## config.mk

```make
export PLATFORM = sky130hd
export DESIGN_NAME = reg_bank
export DESIGN_NICKNAME = d
export VERILOG_FILES = /design/src/rtl/reg_bank.sv
export SDC_FILE = /design/constraint.sdc
export NUM_CORES = 1
export LEC_CHECK = 0
export ABC_AREA = 1
export CORE_UTILIZATION = 35
export DETAILED_ROUTE_END_ITERATION = 6
export PLACE_DENSITY = 0.64
export SYNTH_ARGS = -nofsm -noshare
export SYNTH_HDL_FRONTEND = slang
export SYNTH_SLANG_ARGS = --single-unit
```

## constraint.sdc

```tcl
create_clock -name clk -period 13.4 [get_ports clk]
set_input_delay 2.68 -clock clk [delete_from_list [all_inputs] [get_ports clk]]
set_output_delay 2.68 -clock clk [all_outputs]
set_load 0.01 [all_outputs]
```

## src/rtl/reg_bank.sv

```systemverilog
// ---------------------------------------------------------------------------
// reg_bank: working-register bank feeding the datapath MUX.
//
// Holds six registers L, W, K, T, X, J and drives them continuously. Each
// clock edge a register may be cleared, written or incremented, with that
// priority. Operations on different registers in the same cycle are
// independent. The select encoding matches the MUX, so one decode serves both.
//
// Optional feature macro: REG_BANK_ZFLAG_EN
//   Adds the registered per-register zero flags on port zflag.
//
// Ports:
//   clk        system clock, rising edge active
//   rst        asynchronous reset, active-high
//   wr_en      write strobe
//   wr_sel     write target (111 L, 010 W, 011 K, 001 T, 101 X, 110 J)
//   wr_data    write value
//   inc_en     increment strobe
//   inc_sel    increment target, same encoding as wr_sel
//   clr_mask   per-register synchronous clear (bit0 L .. bit5 J)
//   L..J       registered contents
//   wrap       one-cycle pulse when an executed increment carried out
//   zflag      per-register zero flags (only with REG_BANK_ZFLAG_EN)
// ---------------------------------------------------------------------------
module reg_bank #(
    parameter int unsigned DATA_WIDTH = 24,
    parameter int unsigned INC_STEP   = 1
) (
    input  logic                  clk,
    input  logic                  rst,
    input  logic                  wr_en,
    input  logic [2:0]            wr_sel,
    input  logic [DATA_WIDTH-1:0] wr_data,
    input  logic                  inc_en,
    input  logic [2:0]            inc_sel,
    input  logic [5:0]            clr_mask,
    output logic [DATA_WIDTH-1:0] L,
    output logic [DATA_WIDTH-1:0] W,
    output logic [DATA_WIDTH-1:0] K,
    output logic [DATA_WIDTH-1:0] T,
    output logic [DATA_WIDTH-1:0] X,
    output logic [DATA_WIDTH-1:0] J,
    output logic                  wrap
`ifdef REG_BANK_ZFLAG_EN
    ,
    output logic [5:0]            zflag
`endif
);

    localparam int unsigned NumRegs = 6;

    // Step truncated to the register width before the add.
    localparam logic [DATA_WIDTH-1:0] IncStep = DATA_WIDTH'(INC_STEP);

    // Map a MUX select code to a one-hot register vector (bit order as
    // clr_mask). Codes 000 and 100 select nothing.
    function automatic logic [NumRegs-1:0] decode_sel(input logic [2:0] sel);
        logic [NumRegs-1:0] hit;
        hit = '0;
        case (sel)
            3'b111:  hit = 6'b000001; // L
            3'b010:  hit = 6'b000010; // W
            3'b011:  hit = 6'b000100; // K
            3'b001:  hit = 6'b001000; // T
            3'b101:  hit = 6'b010000; // X
            3'b110:  hit = 6'b100000; // J
            default: hit = '0;
        endcase
        return hit;
    endfunction

    logic [DATA_WIDTH-1:0] regs_q [NumRegs];
    logic [DATA_WIDTH-1:0] regs_d [NumRegs];
    logic                  wrap_q;
    logic                  wrap_d;
    logic [NumRegs-1:0]    wr_hit;
    logic [NumRegs-1:0]    inc_hit;
    logic [DATA_WIDTH:0]   sum [NumRegs];

    assign wr_hit  = wr_en  ? decode_sel(wr_sel)  : '0;
    assign inc_hit = inc_en ? decode_sel(inc_sel) : '0;

    always_comb begin
        wrap_d = 1'b0;
        for (int i = 0; i < NumRegs; i++) begin
            sum[i]    = {1'b0, regs_q[i]} + {1'b0, IncStep};
            regs_d[i] = regs_q[i];
            if (clr_mask[i]) begin
                regs_d[i] = '0;
            end else if (wr_hit[i]) begin
                regs_d[i] = wr_data;
            end else if (inc_hit[i]) begin
                regs_d[i] = sum[i][DATA_WIDTH-1:0];
                // Only an increment that actually lands may report a carry.
                wrap_d    = wrap_d | sum[i][DATA_WIDTH];
            end
        end
    end

    always_ff @(posedge clk or posedge rst) begin
        if (rst) begin
            for (int i = 0; i < NumRegs; i++) begin
                regs_q[i] <= '0;
            end
            wrap_q <= 1'b0;
        end else begin
            for (int i = 0; i < NumRegs; i++) begin
                regs_q[i] <= regs_d[i];
            end
            wrap_q <= wrap_d;
        end
    end

`ifdef REG_BANK_ZFLAG_EN
    // Flags are taken from next-state values so they line up with the
    // register outputs in the same cycle.
    logic [NumRegs-1:0] zflag_q;
    logic [NumRegs-1:0] zflag_d;

    always_comb begin
        zflag_d = '0;
        for (int i = 0; i < NumRegs; i++) begin
            zflag_d[i] = (regs_d[i] == '0);
        end
    end

    always_ff @(posedge clk or posedge rst) begin
        if (rst) begin
            zflag_q <= '0;
        end else begin
            zflag_q <= zflag_d;
        end
    end

    assign zflag = zflag_q;
`endif

    assign L    = regs_q[0];
    assign W    = regs_q[1];
    assign K    = regs_q[2];
    assign T    = regs_q[3];
    assign X    = regs_q[4];
    assign J    = regs_q[5];
    assign wrap = wrap_q;

endmodule

```

-- Yosys cells after proc, flatten, opt, wreduce, memory -nomap -nowiden
Index checks and enable logic that the tools add are counted.
- bits in registers: 145
- logic and storage cells: 76
- add/subtract/negate cells: 6
- equal/unequal tests: 12
- multiplexer cells: 40
- bitwise logic cells: 5
- reduce and logical (&&, ||, !) cells: 6
- operators with widths (kind ; count):
    2-to-1 mux 24 bit ; 18
    adder 24 x 1 -> 25 bit, second input constant ; 6
    case mux 6 bit (6 select lines) ; 2
    == test 3 bit, second input constant ; 6
    2-to-1 mux 1 bit ; 18
    nonzero test 3 bit ; 6
    == test 3 x 2 -> 1 bit, second input constant ; 4
    2-to-1 mux 6 bit ; 2
    == test 3 x 1 -> 1 bit, second input constant ; 2
    bitwise OR 1 bit ; 5

-- Longest topological paths before layout
- depth after elaboration: 26
- gate-level depth with buffers: 11
- gate-level depth less buffers: 11

-- Worst setup path after synthesis
No wires, ideal clock.
- kind: input-to-reg
- from: in wr_sel[0]
- to: reg regs_q (netlist bit W[6])
- data arrival time: 3.565 ns
- slack: 9.711 ns
- cell stages on the path: 11
- buffers on the path: 2
- path through: inv_1 > nand2_1 > inv_2 > nand2_1 > buf_4 > inv_2 > buf_4 > a21oi_1 > o21ai_0 > o211ai_1 > nand2_1
- word-level cells in the longest chain between the ends: 5
- elaborated cells on any way between the ends: 11
- classes of those cells: eq/ne: 6; mux: 4; reduce/logical: 1
- RTL lines (item ; line ; source):
    start, declared ; 32 ; input logic [2:0] wr_sel,
    == test 3 bit, or another cell as far along ; 60 ; case (sel)
    case mux 6 bit (6 select lines) (*) ; 60 ;
    2-to-1 mux 6 bit (*) ; 80 ; assign wr_hit = wr_en ? decode_sel(wr_sel) : '0;
    2-to-1 mux 24 bit ; 90 ; end else if (wr_hit[i]) begin
    2-to-1 mux 24 bit ; 88 ; if (clr_mask[i]) begin
    end signal, assigned by index ; 108 ; regs_q[i] <= regs_d[i];
    end, declared ; 72 ; logic [DATA_WIDTH-1:0] regs_q [NumRegs];
Mark *: on every way between the ends. The rest lies on a longest branch, timed or not.
A chain may end at the register's enable or synchronous reset.

-- Worst setup path after layout
- from: in wr_sel[1]
- to: reg regs_q (netlist bit L[5])
Same word-level chain as after synthesis.

==> metrics.csv <==
stage;metric;value;unit
worst_setup_path;Slowest-stage cell, CP;nor2_2;
clocking;CTS tree;done;
sta;final setup violation count;0;
yosys;cells after synthesis;1773;
yosys;compound-cell area share of the yosys netlist;14.1;%
sta;Slew Viols, Final;0;
floorplanning;Initial Utilization;35.6;%
detailed_routing;Avg WL per Cell;17.6;um
worst_setup_path;WP data arrival;5.38;ns
yosys;average size of a mapped cell;6.14;sq um
global_routing;grt total ovfl;0;
yosys;Post-Synth Simple-Gate Area;41.7;%
detailed_routing;Initial DRT Pass Iterations;5;
placement;GPL Wtd Cong;0.915;
power;Peak VDD IR;85.7;uV
yosys;count of different cell masters after synthesis;38;
yosys;YS warnings;0;
worst_setup_path;CP cell instances;clkdlybuf4s50_1 -> nand2_1 -> nor2_2 -> inv_1 -> o211ai_1 -> o21ai_0;
clocking;TritonCTS buffer count;17;
global_routing;initial antenna violation count;0;
floorplanning;Ports;185;
clocking;Clock Pin Slew Worst Setup and Hold Paths;0.07;ns
yosys;mux share of post-synthesis cell area;0.552;%
clocking;Setup Fix Bufs, Post-CTS;0;
clocking;CTS HTree Levels;4;
hold_path;Hold WC Path Type;reg2reg;
cells_and_area;Synth-to-Final Area Change;25.3;%
cells_and_area;Antenna Cells;0;
sta;Hold Worst Slack;0.550;ns
placement;dpl cells;2311;
cells_and_area;Cell Count, Final, Fillers Out;2343;
floorplanning;die height;178;um
cells_and_area;fin area;13600;sq um
detailed_routing;DRT iter0 DRCs;1119;
sta;Worst Skew;0.0132;ns
global_routing;pin count of the biggest net entering global routing;94;
cells_and_area;fill count;3223;
placement;dpl hpwl;29.3;mm
floorplanning;Rows;64;
flow_run;MaxCap Viol Count;0;
sta;unrepaired setup endpoints after global routing;false;
sta;final hold vios;0;
placement;Post-DP Area;13000;sq um
sta;final setup margin;8.30;ns
yosys;Synth Area in Adders;0.690;%
clocking;cts hold-fix bufs;0;
detailed_routing;ANT nets after route;0;
worst_setup_path;Setup CP Type;in2reg;
yosys;asr flop ratio synth;100;%
cells_and_area;layout cells sized above 1;4.78;%
yosys;number of synthesized flops with an enable pin;0;
detailed_routing;final WL;41.3;mm
placement;I/O Buffers;184;
yosys;Post-Syn Area;10900;sq um
floorplanning;core footprint;30600;sq um
worst_setup_path;top fanout value on the critical path;29;
sta;Worst Tran Pin Value;1.05;ns
cells_and_area;nets;1980;
clocking;Resize count post-CTS;0;
cells_and_area;final core utilization;44.6;%
global_routing;first-pass GRT wire length;63.4;mm
yosys;most common flop cell mapped by yosys;dfrtp_1;
power;Pwr Total;1.26;mW
clocking;CTS root buf;clkbuf_16;
sta;Tcrit/Tclk final;38.1;%
yosys;sequential-to-total area share from yosys stat;33.3;%
floorplanning;Die W;178;um
yosys;Post-Synth XOR/XNOR Area;1.05;%
detailed_routing;DR DRC count;0;
cells_and_area;area of the multi-input gates;6320;sq um
global_routing;GRT Util Overall;26.1;%
clocking;CTS Buffer Depth;2;
clocking;clock sink total;145;
detailed_routing;via/cell ratio;5.30;
yosys;Net Count, Synth;1819;
worst_setup_path;CP max stage delay;0.81;ns
run_status;status;complete, no violations;
worst_setup_path;Worst setup EP type;flip-flop;
clocking;clock latency at the later pin of the worst-skew pair;0.43;ns
sta;fmax;0.196;GHz
cells_and_area;Seq. cell area;3630;sq um
sta;setup TNS;0;ns
yosys;largest family of logic cells by synthesized area;simple AND/OR/NAND/NOR gates;
yosys;synthesized flop and latch total;145;
power;P_leak;6.08;nW
power;PD cells;92.4;nW/um^2
floorplanning;Die ar.;31800;sq um
detailed_routing;Vias;12400;
worst_setup_path;Worst setup SP type;input port;
placement;pre-CTS setup slack;7.93;ns
global_routing;vias in the first global route;11100;
sta;normalized max-slew margin;29.4;%
worst_setup_path;Worst EP required;13.68;ns
sta;crit path time final;5.10;ns
==> cells in the mapped netlist, types with 12 or more instances <==
cell / instances / area share [%]
a21oi_1: 82 / 3.8
buf_2: 23 / 1.1
clkbuf_1: 14 / 0.48
dfrtp_1: 145 / 33
inv_1: 180 / 6.2
nand2_1: 677 / 23
nand3_1: 153 / 7.0
nand4_1: 14 / 0.80
nor2_1: 186 / 6.4
nor2_2: 13 / 0.75
o211ai_1: 25 / 1.7
o21ai_0: 130 / 6.0
o21ai_1: 19 / 0.87
xor2_1: 12 / 0.97
==> layer usage <==
layer / vias to the layer above / share of wire, % / global-route usage, %
li1: 6023 / - / -
met2: 499 / 46 / 42.3
met4: 0 / 3.2 / 10.2
met3: 70 / 6.6 / 3.28
met1: 5820 / 44 / 35.4
met5: - / 0 / 0
==> cell usage in the layout, fill, tap and decap left out, types with 13 or more instances in the layout <==
master,Yosys,routed
a21oi_1,82,82
clkbuf_16,0,17
clkdlybuf4s50_1,0,184
dfrtp_1,145,145
inv_1,180,179
nand2_1,677,677
nand3_1,153,153
nand4_1,14,14
nor2_1,186,186
nor2_2,13,13
o211ai_1,25,25
o21ai_0,130,130
o21ai_1,19,19
==> kinds of logic after synthesis <==
family                   count (synthesis)
multiplexers                             6
AND/OR/NAND/NOR                       1090
flip-flops                             145
AO/OA/AOI/OAI                          280
buffers and inverters                  233
adder cells (fa/ha/maj)                  6
XOR/XNOR                                13
==> final timing paths <==
path / startpoint / end / slack (ns) / depth (start not counted)
min in group asynchronous: rst / X[22] / 2.80 / 2
max in group asynchronous: rst / L[22] / 9.24 / 3
setup / recovery: wr_sel[1] / L[5] / 8.30 / 6
setup reg to reg: K[0] / K[20] / 11.18 / 10
hold / removal: X[23] / X[23] / 0.55 / 2
hold reg to reg: X[23] / X[23] / 0.55 / 2
==> flip-flops by register name (all words and copies together) (netlist names) <==
signal	count
J	24
K	24
L	24
T	24
W	24
X	24
wrap	1
==> worst max-delay path, delay by kind of cell <==
kind / cells / cell delay [ns]
and+or+nand+nor: 2 / 0.93
AOI/OAI and AO/OA: 2 / 0.50
buffers and inverters: 2 / 1.25
==> power by group <==
group	internal [mW]	switching [mW]
registers	0.464	0.0528
logic	0.0970	0.134
clock network	0.301	0.211
total	0.862	0.398
==> area by class of cell <==
type	instances	area share, %
tap	396	3.63
sequential	145	26.6
inverter	189	5.24
timing repair buffer	186	13.6
clock inverter	14	1.31
multi-input combinational	1395	46.4
clock buffer	18	3.22
Note: power is estimated with default switching activity, not from simulation.
